[src/rtl/spi_cfg_sequencer.sv]
// SPI configuration sequencer: walks the init table after reset, then serves
// host transactions, owning the SPI engine's four-phase GO/DONE handshake.
module spi_cfg_sequencer #(
    parameter int ADDR_W      = 4,
    parameter int GAP_CYCLES  = 4,
    parameter int SYNC_CYCLES = 8,
    parameter int TIMEOUT     = 255
) (
    input  logic              CLK_1MHZ,
    input  logic              RESET_N,
    input  logic              INIT_START,
    output logic [ADDR_W-1:0] TBL_ADDR,
    input  logic [33:0]       TBL_DATA,
    input  logic              HOST_REQ,
    input  logic [1:0]        HOST_SEL,
    input  logic [31:0]       HOST_DATA,
    output logic              HOST_DONE,
    output logic [31:0]       HOST_RDATA,
    output logic              SPI_GO,
    input  logic              SPI_DONE,
    output logic [31:0]       SPI_IN,
    input  logic [31:0]       SPI_OUT,
    output logic [1:0]        SPI_SEL,
    output logic              SYNC,
    output logic              INIT_BUSY,
    output logic              INIT_DONE,
    output logic              ERR
);

    typedef enum logic [3:0] {
        IDLE, I_LOAD, I_GO, I_WAIT_DONE, I_WAIT_REL, I_GAP, SYNC_P,
        H_GO, H_WAIT_DONE, H_WAIT_REL, H_GAP
    } state_t;

    localparam logic [7:0]        GAP_LAST  = 8'(GAP_CYCLES - 1);
    localparam logic [7:0]        SYNC_LAST = 8'(SYNC_CYCLES - 1);
    localparam logic [7:0]        TMO_LAST  = 8'(TIMEOUT - 1);
    localparam logic [ADDR_W-1:0] ADDR_LAST = '1;

    state_t              state_q, state_d;
    logic [7:0]          cnt_q, cnt_d;
    logic                init_pend_q, init_pend_d;
    logic                armed_q, armed_d;
    logic [ADDR_W-1:0]   tbl_addr_q, tbl_addr_d;
    logic                spi_go_q, spi_go_d;
    logic [31:0]         spi_in_q, spi_in_d;
    logic [1:0]          spi_sel_q, spi_sel_d;
    logic                sync_q, sync_d;
    logic                host_done_q, host_done_d;
    logic [31:0]         host_rdata_q, host_rdata_d;
    logic                init_busy_q, init_busy_d;
    logic                init_done_q, init_done_d;
    logic                err_q, err_d;

    always_comb begin
        state_d      = state_q;
        init_pend_d  = init_pend_q;
        armed_d      = armed_q;
        tbl_addr_d   = tbl_addr_q;
        spi_go_d     = spi_go_q;
        spi_in_d     = spi_in_q;
        spi_sel_d    = spi_sel_q;
        sync_d       = sync_q;
        host_done_d  = 1'b0;
        host_rdata_d = host_rdata_q;
        init_busy_d  = init_busy_q;
        init_done_d  = init_done_q;
        err_d        = err_q;

        case (state_q)
            IDLE: begin
                if (init_pend_q || INIT_START) begin
                    state_d     = I_LOAD;
                    init_pend_d = 1'b0;
                    init_busy_d = 1'b1;
                    init_done_d = 1'b0;
                    err_d       = 1'b0;
                    tbl_addr_d  = '0;
                end else if (HOST_REQ && armed_q) begin
                    state_d   = H_GO;
                    spi_sel_d = HOST_SEL;
                    spi_in_d  = HOST_DATA;
                end
            end
            I_LOAD: begin
                if (TBL_DATA[33:32] == 2'b11) begin
                    state_d = SYNC_P;
                    sync_d  = 1'b1;
                end else begin
                    state_d   = I_GO;
                    spi_sel_d = TBL_DATA[33:32];
                    spi_in_d  = TBL_DATA[31:0];
                end
            end
            I_GO, H_GO: begin
                spi_go_d = 1'b1;
                state_d  = (state_q == I_GO) ? I_WAIT_DONE : H_WAIT_DONE;
            end
            I_WAIT_DONE, H_WAIT_DONE: begin
                // A timeout is handled as a DONE that returns all-ones data
                if (SPI_DONE || cnt_q == TMO_LAST) begin
                    spi_go_d = 1'b0;
                    state_d  = (state_q == I_WAIT_DONE) ? I_WAIT_REL : H_WAIT_REL;
                    if (!SPI_DONE) err_d = 1'b1;
                    if (state_q == H_WAIT_DONE) begin
                        host_done_d  = 1'b1;
                        host_rdata_d = SPI_DONE ? SPI_OUT : 32'hFFFF_FFFF;
                    end
                end
            end
            I_WAIT_REL, H_WAIT_REL: begin
                if (!SPI_DONE || cnt_q == TMO_LAST) begin
                    state_d = (state_q == I_WAIT_REL) ? I_GAP : H_GAP;
                    if (SPI_DONE) err_d = 1'b1;
                end
            end
            I_GAP: begin
                if (cnt_q == GAP_LAST) begin
                    if (tbl_addr_q == ADDR_LAST) begin
                        state_d = SYNC_P;
                        sync_d  = 1'b1;
                    end else begin
                        state_d    = I_LOAD;
                        tbl_addr_d = tbl_addr_q + 1'b1;
                    end
                end
            end
            H_GAP: begin
                if (cnt_q == GAP_LAST) state_d = IDLE;
            end
            SYNC_P: begin
                if (cnt_q == SYNC_LAST) begin
                    state_d     = IDLE;
                    sync_d      = 1'b0;
                    init_busy_d = 1'b0;
                    init_done_d = 1'b1;
                end
            end
            default: state_d = IDLE;
        endcase

        // Init requests during a host transaction wait; during init they are dropped
        if ((state_q inside {H_GO, H_WAIT_DONE, H_WAIT_REL, H_GAP}) && INIT_START)
            init_pend_d = 1'b1;

        if (host_done_d)
            armed_d = 1'b0;
        else if (!HOST_REQ)
            armed_d = 1'b1;

        cnt_d = (state_d != state_q) ? 8'd0 : cnt_q + 8'd1;
    end

    always_ff @(posedge CLK_1MHZ or negedge RESET_N) begin
        if (!RESET_N) begin
            state_q      <= IDLE;
            cnt_q        <= 8'd0;
            init_pend_q  <= 1'b1;
            armed_q      <= 1'b1;
            tbl_addr_q   <= '0;
            spi_go_q     <= 1'b0;
            spi_in_q     <= 32'd0;
            spi_sel_q    <= 2'd0;
            sync_q       <= 1'b0;
            host_done_q  <= 1'b0;
            host_rdata_q <= 32'd0;
            init_busy_q  <= 1'b0;
            init_done_q  <= 1'b0;
            err_q        <= 1'b0;
        end else begin
            state_q      <= state_d;
            cnt_q        <= cnt_d;
            init_pend_q  <= init_pend_d;
            armed_q      <= armed_d;
            tbl_addr_q   <= tbl_addr_d;
            spi_go_q     <= spi_go_d;
            spi_in_q     <= spi_in_d;
            spi_sel_q    <= spi_sel_d;
            sync_q       <= sync_d;
            host_done_q  <= host_done_d;
            host_rdata_q <= host_rdata_d;
            init_busy_q  <= init_busy_d;
            init_done_q  <= init_done_d;
            err_q        <= err_d;
        end
    end

    assign TBL_ADDR   = tbl_addr_q;
    assign SPI_GO     = spi_go_q;
    assign SPI_IN     = spi_in_q;
    assign SPI_SEL    = spi_sel_q;
    assign SYNC       = sync_q;
    assign HOST_DONE  = host_done_q;
    assign HOST_RDATA = host_rdata_q;
    assign INIT_BUSY  = init_busy_q;
    assign INIT_DONE  = init_done_q;
    assign ERR        = err_q;

endmodule

[config.mk]
export PLATFORM = sky130hd
export DESIGN_NAME = spi_cfg_sequencer
export DESIGN_NICKNAME = d
export VERILOG_FILES = /design/src/rtl/spi_cfg_sequencer.sv
export SDC_FILE = /design/constraint.sdc
export NUM_CORES = 1
export LEC_CHECK = 0
export ABC_AREA = 0
export ABC_CLOCK_PERIOD_IN_PS = 3000
export CORE_MARGIN = 1.5
export CORE_UTILIZATION = 46
export DETAILED_ROUTE_END_ITERATION = 12
export PLACE_DENSITY_LB_ADDON = 0.08
export SLEW_MARGIN = 0
export SYNTH_ARGS = -nofsm -noshare
export SYNTH_HDL_FRONTEND = slang
export SYNTH_SLANG_ARGS = --single-unit
[constraint.sdc]
create_clock -name CLK_1MHZ -period 3 [get_ports CLK_1MHZ]
set_input_delay 0.6 -clock CLK_1MHZ [delete_from_list [all_inputs] [get_ports CLK_1MHZ]]
set_output_delay 0.6 -clock CLK_1MHZ [all_outputs]
set_load 0.03 [all_outputs]
==> flow_metrics.py, run 1 <==
metrics = {
    "outcome": {
        "status": "complete, but fails checks",
        "violations": "DRC",
    },
    "setup_path": {
        "cp_max_fo": 19,
        "cp-end-kind": "flip-flop",
        "path_cells": "nand2_1 > a2111oi_0 > o31ai_1 > nor2b_1 > o211ai_2 > nor2_1",
        "cp_top_family": "compound AO/OA/AOI/OAI gates",
        "start_kind": "flip-flop",
        "cp.arrival_ps": 2520,
        "slowest_delay_ps": 750,
        "reg2reg_depth": 6,
        "crit_cells": 6,
        "cp.required_ps": 3230,
        "path_class": "reg2reg",
        "cp_slowest_cell": "dfrtp_1",
        "timing.critical_path.buf_inv": 0,
    },
    "floorplanning": {
        "io_pins": 181,
        "fp.dieW_um": 98.9,
        "core.rowCount": 34,
        "core_area_um2": 8810,
        "die_area_um2": 9790,
        "die_h_um": 98.9,
        "start_util": 0.481,
    },
    "logic_synthesis": {
        "synth.area.top_cells": "dfrtp_1 (52%), mux2i_1 (8.3%), o22a_1 (6.8%)",
        "synthFlopType": "dfrtp_1",
        "synth.top_cell.area_share": 0.520,
        "synth_area_per_cell_um2": 10.7,
        "syn_area_um2": 4230,
        "synth_top_cell_by_area": "dfrtp_1",
        "yosys_warnings": 0,
        "synth_top_family_by_area": "compound AO/OA/AOI/OAI gates",
        "synth_edf_count": 0,
        "yosysSeqAreaShare": 0.533,
        "synth_cells": 395,
        "synth_fa_ha_area_frac": 0.00887,
        "synthSimpleGateAreaFrac": 0.129,
        "synth_mux_area_frac": 0.0828,
        "async_flop_share": 1.00,
        "synth_compound_area_frac": 0.184,
        "yosysUniqueCellTypes": 51,
        "synthXorXnorAreaFrac": 0.0166,
        "ys_seq_elements": 90,
        "synth_fp_nets": 503,
    },
    "sta": {
        "min_period_ps": 2290,
        "hold_violations": 0,
        "tns_ps": 0,
        "maxSlewViolCount": 0,
        "grt_setup_unrepaired": "false",
        "relSlewSlack": 0.582,
        "max_freq_mhz": 437,
        "worst_slack_ps": 709,
        "tightestPinTransition_ps": 627,
        "period_share": 0.764,
        "timing.hold.ws_ps": 208,
        "finClkSkew_ps": 10.2,
        "setup_viol": 0,
    },
    "drt": {
        "drt-pass1-iter-count": 9,
        "ant_nets": 0,
        "drcViolationCount": 17,
        "vias_per_cell": 5.41,
        "wirelength_um": 11200,
        "drtIter0Drc": 218,
        "wl_per_cell_um": 16.5,
        "num_vias": 3665,
    },
    "global_routing": {
        "grt_use_total": 0.235,
        "grt_pass1_vias": 3655,
        "grt_max_degree": 69,
        "gr-total-overflow": 0,
        "grt_pass1_wl_um": 18300,
        "antenna_found_initial": 0,
    },
    "clocking": {
        "postCtsSetupRepairBufs": 0,
        "cts_sinks": 90,
        "htree_levels": 3,
        "clock_latency_ps": 360,
        "cts_root_buf": "clkbuf_8",
        "cts_inserted_buffers": 9,
        "ctsResizeCount": 0,
        "ctsHoldBuffers": 0,
        "cts_tree": "done",
        "clk_pin_slew_ps": 100,
        "cts_buffer_depth": 2,
    },
    "power_and_ir_drop": {
        "pwr_density_cell_nw_per_um2": 1010,
        "fin_total_pwr_mw": 6.35,
        "p_leak_nw": 2.48,
        "ir_worst_vdd_mv": 0.607,
    },
    "final_layout": {
        "areaGrowthSynthToFinish_pct": 48.2,
        "drive_gt1_frac": 0.0614,
        "layout_commonest_cell": "clkdlybuf4s50_1",
        "nNetsFinal": 673,
        "post-route-util": 0.712,
        "final_cell_mix": "clkdlybuf4s50_1 (179), dfrtp_1 (88), nor2_1 (56), a21oi_1 (39), mux2i_1 (35)",
        "n_antenna_cell": 0,
    },
    "worst_hold_path": {
        "hp-class": "in2async",
    },
    "placed_design": {
        "place_congestion": 0.910,
        "place.port_buffers": 180,
        "dpl.hpwl_um": 8140,
        "dp_slack_ps": 403,
    },
    "flow_run": {
        "maxCapViolations": 0,
    },
}
[worst register-to-register path, cell delays in order (launching register included)]
cell and delay (ps):
dfrtp_1 750, nand2_1 230, a2111oi_0 440, o31ai_1 130, nor2b_1 170, o211ai_2 350, nor2_1 100
[power by group]
part | switching, mW | internal [mW] | total, mW | leakage [nW]
registers | 0.374 | 1.72 | 2.09 | 1.04
clock network | 0.461 | 0.403 | 0.864 | 0.103
logic | 1.90 | 1.50 | 3.40 | 1.34
[stage by stage]
stage          std cells  cell area (um2)
4_1_cts              678             6270
3_3_place_gp         662             6060
3_5_place_dp         662             6060
6_report             678             6270
5_1_grt              678             6270
2_1_floorplan        395             4230
[layout make-up]
type                    instances  area [um2]
clock buffers                   9         124
clock inverters                 7        83.8
fillers                       671        2530
inverters                       8        30.0
multi-input cells             271        1780
flip-flops and latches         90        2250
well taps                     108         135
repair buffers                185        1860
[synthesized netlist by cell type, drive strengths merged, types with 2 or more instances]
library cell and n:
mux2i 35, o21a 2, nand3 10, a32oi 3, nand2 19, or2 3
nor3 3, buf 17, o211ai 2, clkbuf 9, a211oi 4, o31ai 3
nand4 3, o22a 33, and3 4, o211a 2, xnor2 2, inv 8
ha 3, nand2b 3, dfstp 2, a31oi 4, nor2b 4, nor2 59
o21ai 11, a21oi 39, dfrtp 88, xor2 6, or3 2
[worst paths after layout]
| kind | startpoint | to | slack [ps] |
|---|---|---|---|
| max reg2reg | state_q[0] | cnt_q[7] | 710 |
| min | RESET_N | SPI_IN[23] | 210 |
| max | state_q[0] | cnt_q[7] | 710 |
| min reg2reg | armed_q | armed_q | 480 |
| min in group CLK_1MHZ | armed_q | armed_q | 480 |
| max in group asynchronous | RESET_N | init_pend_q | 2050 |
[kinds of logic after synthesis]
kind of cell               count (synthesis)
AOI/OAI and AO/OA                        111
xor gates and xnor gates                   8
adders and majority gates                  3
buffers and inverters                     34
DFF                                       90
muxes                                     35
and+or+nand+nor                          114
[state kept, by name, summed over array words and instances, names as in the netlist]
register and count:
HOST_RDATA 32, SPI_IN 32, cnt_q 8, TBL_ADDR 4, state_q 4, SPI_SEL 2, ERR 1, HOST_DONE 1
INIT_BUSY 1, INIT_DONE 1, SPI_GO 1, SYNC 1, armed_q 1, init_pend_q 1
[per-layer routing]
metal,part of all wire,global-route usage,vias up
met4,0.016,0.0758,0
met5,0,0,-
met3,0.099,0.0617,14
li1,-,-,1753
met1,0.41,0.301,1746
met2,0.48,0.389,152
(Power assumes the default switching activity.)
==> run 2, diff against run 1 <==
ABC_CLOCK_PERIOD_IN_PS = 2000   (was 3000)
CORE_UTILIZATION = 39   (was 46)
clock period = 2 ns   (was 3 ns; I/O delays follow)
==> run 2 against run 1 <==
Net effect: the run now ends clean; clock power increased by 42%; flip-flop and latch count stayed put; total power grew 57%; via count rose by 4.9%; cell count up 11%; wire length up 3.9%; worst hold slack improved by 260 ps; setup slack lost 700 ps; register-to-register slack worse by 700 ps; sequential power increased by 44%.
==> flow_metrics.py, run 2 (same netlist as run 1, synthesis figures left out) <==
metrics = {
    "sta": {
        "tns_ps": 0,
        "setup_viol": 0,
        "finClkSkew_ps": 9.24,
        "grt_setup_unrepaired": "true",
        "max_freq_mhz": 503,
        "tightestPinTransition_ps": 454,
        "relSlewSlack": 0.697,
        "hold_violations": 0,
        "period_share": 0.994,
        "min_period_ps": 1990,
        "maxSlewViolCount": 0,
    },
    "global_routing": {
        "grt_pass1_vias": 3937,
        "grt_max_degree": 49,
        "grt_use_total": 0.211,
        "gr-total-overflow": 0,
        "antenna_found_initial": 0,
        "grt_pass1_wl_um": 19100,
    },
    "clocking": {
        "cts_sinks": 90,
        "clock_latency_ps": 350,
        "cts_buffer_depth": 2,
        "cts_root_buf": "clkbuf_8",
        "clk_pin_slew_ps": 90,
        "cts_inserted_buffers": 9,
        "cts_tree": "done",
        "htree_levels": 3,
    },
    "drt": {
        "vias_per_cell": 5.10,
        "met3_wirelength_um": 1030,
        "drt-pass1-iter-count": 4,
        "routed.top_layer": "met4",
        "wirelength_um": 11600,
        "drcViolationCount": 0,
        "drt-met1-wl_um": 4840,
        "drtIter0Drc": 165,
        "ant_nets": 0,
        "wl_met2_um": 5510,
        "num_vias": 3843,
        "wl_per_cell_um": 15.4,
    },
    "floorplanning": {
        "core_area_um2": 10400,
        "fp.dieW_um": 107,
        "die_area_um2": 11500,
        "die_h_um": 107,
        "start_util": 0.406,
        "io_pins": 181,
        "core.rowCount": 37,
    },
    "final_layout": {
        "n_antenna_cell": 0,
        "post-route-util": 0.647,
        "areaGrowthSynthToFinish_pct": 59.3,
        "final_cell_mix": "clkdlybuf4s50_1 (179), dfrtp_1 (88), nor2_1 (52), buf_4 (47), a21oi_1 (38)",
        "layout_commonest_cell": "clkdlybuf4s50_1",
        "finalInstanceArea_um2": 6740,
        "drive_gt1_frac": 0.151,
        "layout.cells.non_filler": 753,
        "fillCellCount": 883,
        "nNetsFinal": 720,
    },
    "flow_run": {
        "maxCapViolations": 0,
    },
    "power_and_ir_drop": {
        "p_leak_nw": 2.71,
        "ir_worst_vdd_mv": 0.809,
        "pwr_density_cell_nw_per_um2": 1480,
        "fin_total_pwr_mw": 9.96,
    },
    "setup_path": {
        "r2r_slack_ps": 10,
        "reg2reg_depth": 9,
        "endpoint": "cnt_q[6]",
        "start_kind": "flip-flop",
        "cp-end-kind": "flip-flop",
        "cp.required_ps": 2240,
        "cp_max_fo": 6,
        "startpoint": "cnt_q[0]",
        "path_class": "reg2reg",
        "reg2reg_from": "cnt_q[0]",
        "cp.arrival_ps": 2230,
        "r2r_end": "cnt_q[6]",
    },
    "worst_hold_path": {
        "hp-class": "reg2reg",
        "holdPathStages": 2,
    },
    "placed_design": {
        "dpl.hpwl_um": 8670,
        "place.port_buffers": 180,
        "dp.cells": 731,
        "place_congestion": 0.870,
        "placed_area_um2": 6420,
    },
    "outcome": {
        "status": "finished clean",
    },
}
-- run 2: cell types whose count changed in the layout (fill, tap and decap cells not counted), sizes merged --
cell | previous run | this run
dlygate4sd3 | 0 | 1
clkbuf | 9 | 10
clkinvlp | 1 | 3
inv | 13 | 9
buf | 6 | 52
clkinv | 0 | 1
-- run 2: how the worst min path moves through the flow --
stage            start    endpoint  slack (ps)
6_report       armed_q     armed_q         470
5_1_grt        armed_q     armed_q         490
4_1_cts        armed_q     armed_q         470
3_5_place_dp   RESET_N  SPI_IN[25]         380
3_3_place_gp   RESET_N  SPI_IN[25]         370
2_1_floorplan  RESET_N         ERR         100
-- run 2: what timing repair did --
item,CTS,global route
pin swaps,5,6
setup buffers,2,4
endpoints found under the hold margin,28,0
hold buffers,1,0
endpoints found under the setup margin,8,46
gates resized for setup,7,14
-- run 2: worst max-delay path, stage by stage (launching register included) --
cell	delay [ps]
dfrtp_1	360
inv_1	50
ha_1	220
and3_4	210
a2111oi_4	310
o31ai_2	140
nor2b_2	190
o211ai_2	180
buf_6	160
nor2_1	50
-- run 2: cell type report --
class	instances	area (um2)	share of cell area
clock inverter	6	66.3	0.00984
clock buffer	10	128	0.0189
inverter	8	30.0	0.00445
sequential	90	2250	0.334
tap	136	170	0.0252
multi-input combinational	271	1860	0.275
timing repair buffer	232	2240	0.332
-- run 2: where the power goes --
part | switching, mW | leakage, nW | internal [mW]
combinational | 3.08 | 1.58 | 2.63
sequential | 0.444 | 1.04 | 2.58
clock | 0.646 | 0.0889 | 0.580
total | 4.17 | 2.71 | 5.79
-- run 2: per-stage QoR --
| step | hold slack, ps | worst slack, ps |
|---|---|---|
| final | 467 | 11.9 |
| after global routing | 494 | -109 |
| after CTS | 471 | 14.8 |
| after detailed placement | 376 | -389 |
| after global placement | 373 | -402 |
| after floorplan | 104 | 88.2 |
-- run 2: layer usage --
metal  global-route usage  vias to the layer above
met4               0.0771                        0
met5                    0                        -
met2                0.354                      150
met1                0.257                     1816
li1                     -                     1855
met3               0.0602                       22
==> run 3, diff against run 2 <==
CORE_MARGIN = 1   (was 1.5)
SKIP_LAST_GASP = 1   (was not set)
SLEW_MARGIN = 20   (was 0)
==> run 3 against run 2 <==
Net effect: combinational power up 2%; utilization up 0.36 points; clock power about the same; setup slack better by 32 ps; critical path type is now in2reg; largest cell class unchanged; largest power group unchanged.
==> flow_metrics.py, run 3 (same netlist as run 1, synthesis figures left out) <==
metrics = {
    "final_layout": {
        "nNetsFinal": 719,
        "fillCellCount": 853,
        "areaGrowthSynthToFinish_pct": 60.2,
        "final_cell_mix": "clkdlybuf4s50_1 (179), dfrtp_1 (86), nor2_1 (54), buf_4 (45), a21oi_1 (38)",
        "drive_gt1_frac": 0.157,
        "layout_commonest_cell": "clkdlybuf4s50_1",
        "n_antenna_cell": 0,
    },
    "placed_design": {
        "dpl.hpwl_um": 8740,
        "dp_slack_ps": -352,
        "place.port_buffers": 180,
        "place_congestion": 0.873,
    },
    "setup_path": {
        "cp.arrival_ps": 2250,
        "start_kind": "input pin",
        "reg2reg_depth": 7,
        "reg2reg_from": "state_q[0]",
        "path_cells": "clkdlybuf4s50_1 > or2_1 > or3_4 > a211oi_4 > buf_4 > buf_12 > nor2_1 > a21oi_1",
        "r2r_end": "SPI_IN[28]",
        "cp-end-kind": "flip-flop",
        "cp.required_ps": 2300,
        "path_class": "in2reg",
        "timing.critical_path.buf_inv": 3,
        "cp_max_fo": 34,
        "r2r_slack_ps": 50,
        "cp_top_family": "buffers and inverters",
        "slowest_delay_ps": 420,
        "cp_slowest_cell": "clkdlybuf4s50_1",
    },
    "sta": {
        "setup_viol": 0,
        "finClkSkew_ps": 16.2,
        "maxSlewViolCount": 0,
        "hold_violations": 0,
        "relSlewSlack": 0.707,
        "tightestPinTransition_ps": 439,
        "min_period_ps": 1960,
        "timing.hold.ws_ps": 468,
        "tns_ps": 0,
        "period_share": 0.978,
        "worst_slack_ps": 43.9,
        "max_freq_mhz": 511,
    },
    "floorplanning": {
        "core.rowCount": 37,
        "start_util": 0.406,
        "fp.dieW_um": 106,
        "io_pins": 181,
        "core_area_um2": 10400,
        "die_area_um2": 11300,
        "die_h_um": 106,
    },
    "clocking": {
        "cts_buffer_depth": 2,
        "cts_inserted_buffers": 9,
        "cts_tree": "done",
        "cts_sinks": 90,
        "clk_pin_slew_ps": 100,
        "cts_root_buf": "clkbuf_8",
        "clock_latency_ps": 370,
        "htree_levels": 3,
    },
    "global_routing": {
        "antenna_found_initial": 0,
        "gr-total-overflow": 0,
        "grt_use_total": 0.211,
        "grt_pass1_vias": 3852,
        "grt_pass1_wl_um": 18600,
        "grt_max_degree": 69,
    },
    "worst_hold_path": {
        "holdPathStages": 2,
        "worstHoldStart": "armed_q",
        "whs_endpoint": "armed_q",
        "hp-class": "reg2reg",
    },
    "outcome": {
        "status": "finished clean",
    },
    "drt": {
        "drt-pass1-iter-count": 5,
        "drtIter0Drc": 160,
        "ant_nets": 0,
        "num_vias": 3872,
        "wl_per_cell_um": 16.0,
        "vias_per_cell": 5.15,
        "drcViolationCount": 0,
        "wirelength_um": 12000,
    },
    "power_and_ir_drop": {
        "p_leak_nw": 2.73,
        "pwr_density_cell_nw_per_um2": 1480,
        "ir_worst_vdd_mv": 0.811,
    },
    "flow_run": {
        "maxCapViolations": 0,
    },
}
==> run 3: how the worst max path moves through the flow <==
stage                     startpoint          to  slack (ps)  cells after the start
after CTS                   cnt_q[0]    cnt_q[4]           3                     10
after floorplan             cnt_q[0]    cnt_q[2]          90                      8
after detailed placement  INIT_START    cnt_q[4]        -350                      7
after global placement    INIT_START    cnt_q[4]        -310                      7
after global routing        cnt_q[0]    cnt_q[4]         -10                     10
final                     INIT_START  SPI_IN[28]          40                      8
==> run 3: area by class of cell <==
cell class / count / area [um2] / share of cell area
Clock buffer: 9 / 124 / 0.0183
Clock inverter: 7 / 71.3 / 0.0105
Inverter: 8 / 30.0 / 0.00443
Multi-Input combinational cell: 271 / 1880 / 0.277
Sequential cell: 90 / 2260 / 0.333
Tap cell: 136 / 170 / 0.0251
Timing Repair Buffer: 231 / 2250 / 0.332
==> run 3: power breakdown <==
group          leakage (nW)  internal, mW  switching [mW]
registers              1.04          2.58           0.443
clock network        0.0995         0.488           0.724
logic                  1.60          2.65            3.14
total                  2.73          5.72            4.31
==> run 3: metrics by stage <==
step                utilization  std cells  power [mW]  area [um2]
CTS                       0.636        747        9.90        6630
global placement          0.615        729        8.49        6400
floorplan                     -        395        6.26        4230
finish                    0.651        752        10.0        6780
global route              0.651        752        10.6        6780
detailed placement        0.615        729        8.61        6400
==> run 3: worst reg2reg max path: stages (launching register included) <==
cell	delay, ps
dfrtp_2	450
buf_4	190
or3_4	420
a211oi_4	270
buf_4	180
buf_12	190
nor2_1	70
a21oi_1	110
==> run 3: metal layers <==
layer / GRT usage / wire length [um] / up-vias
li1: - / - / 1854
met1: 0.247 / 4920 / 1867
met2: 0.370 / 5990 / 142
met3: 0.0619 / 968 / 9
met4: 0.0635 / 127 / 0
met5: 0 / 0 / -
==> run 3: timing repair <==
item	4_1_cts	5_1_grt
pin swaps	2	9
resized for setup	4	25
gates cloned	0	2
hold endpoints to repair	27	0
setup buffers	1	3
hold buffers	1	0
endpoints found under the setup margin	8	43
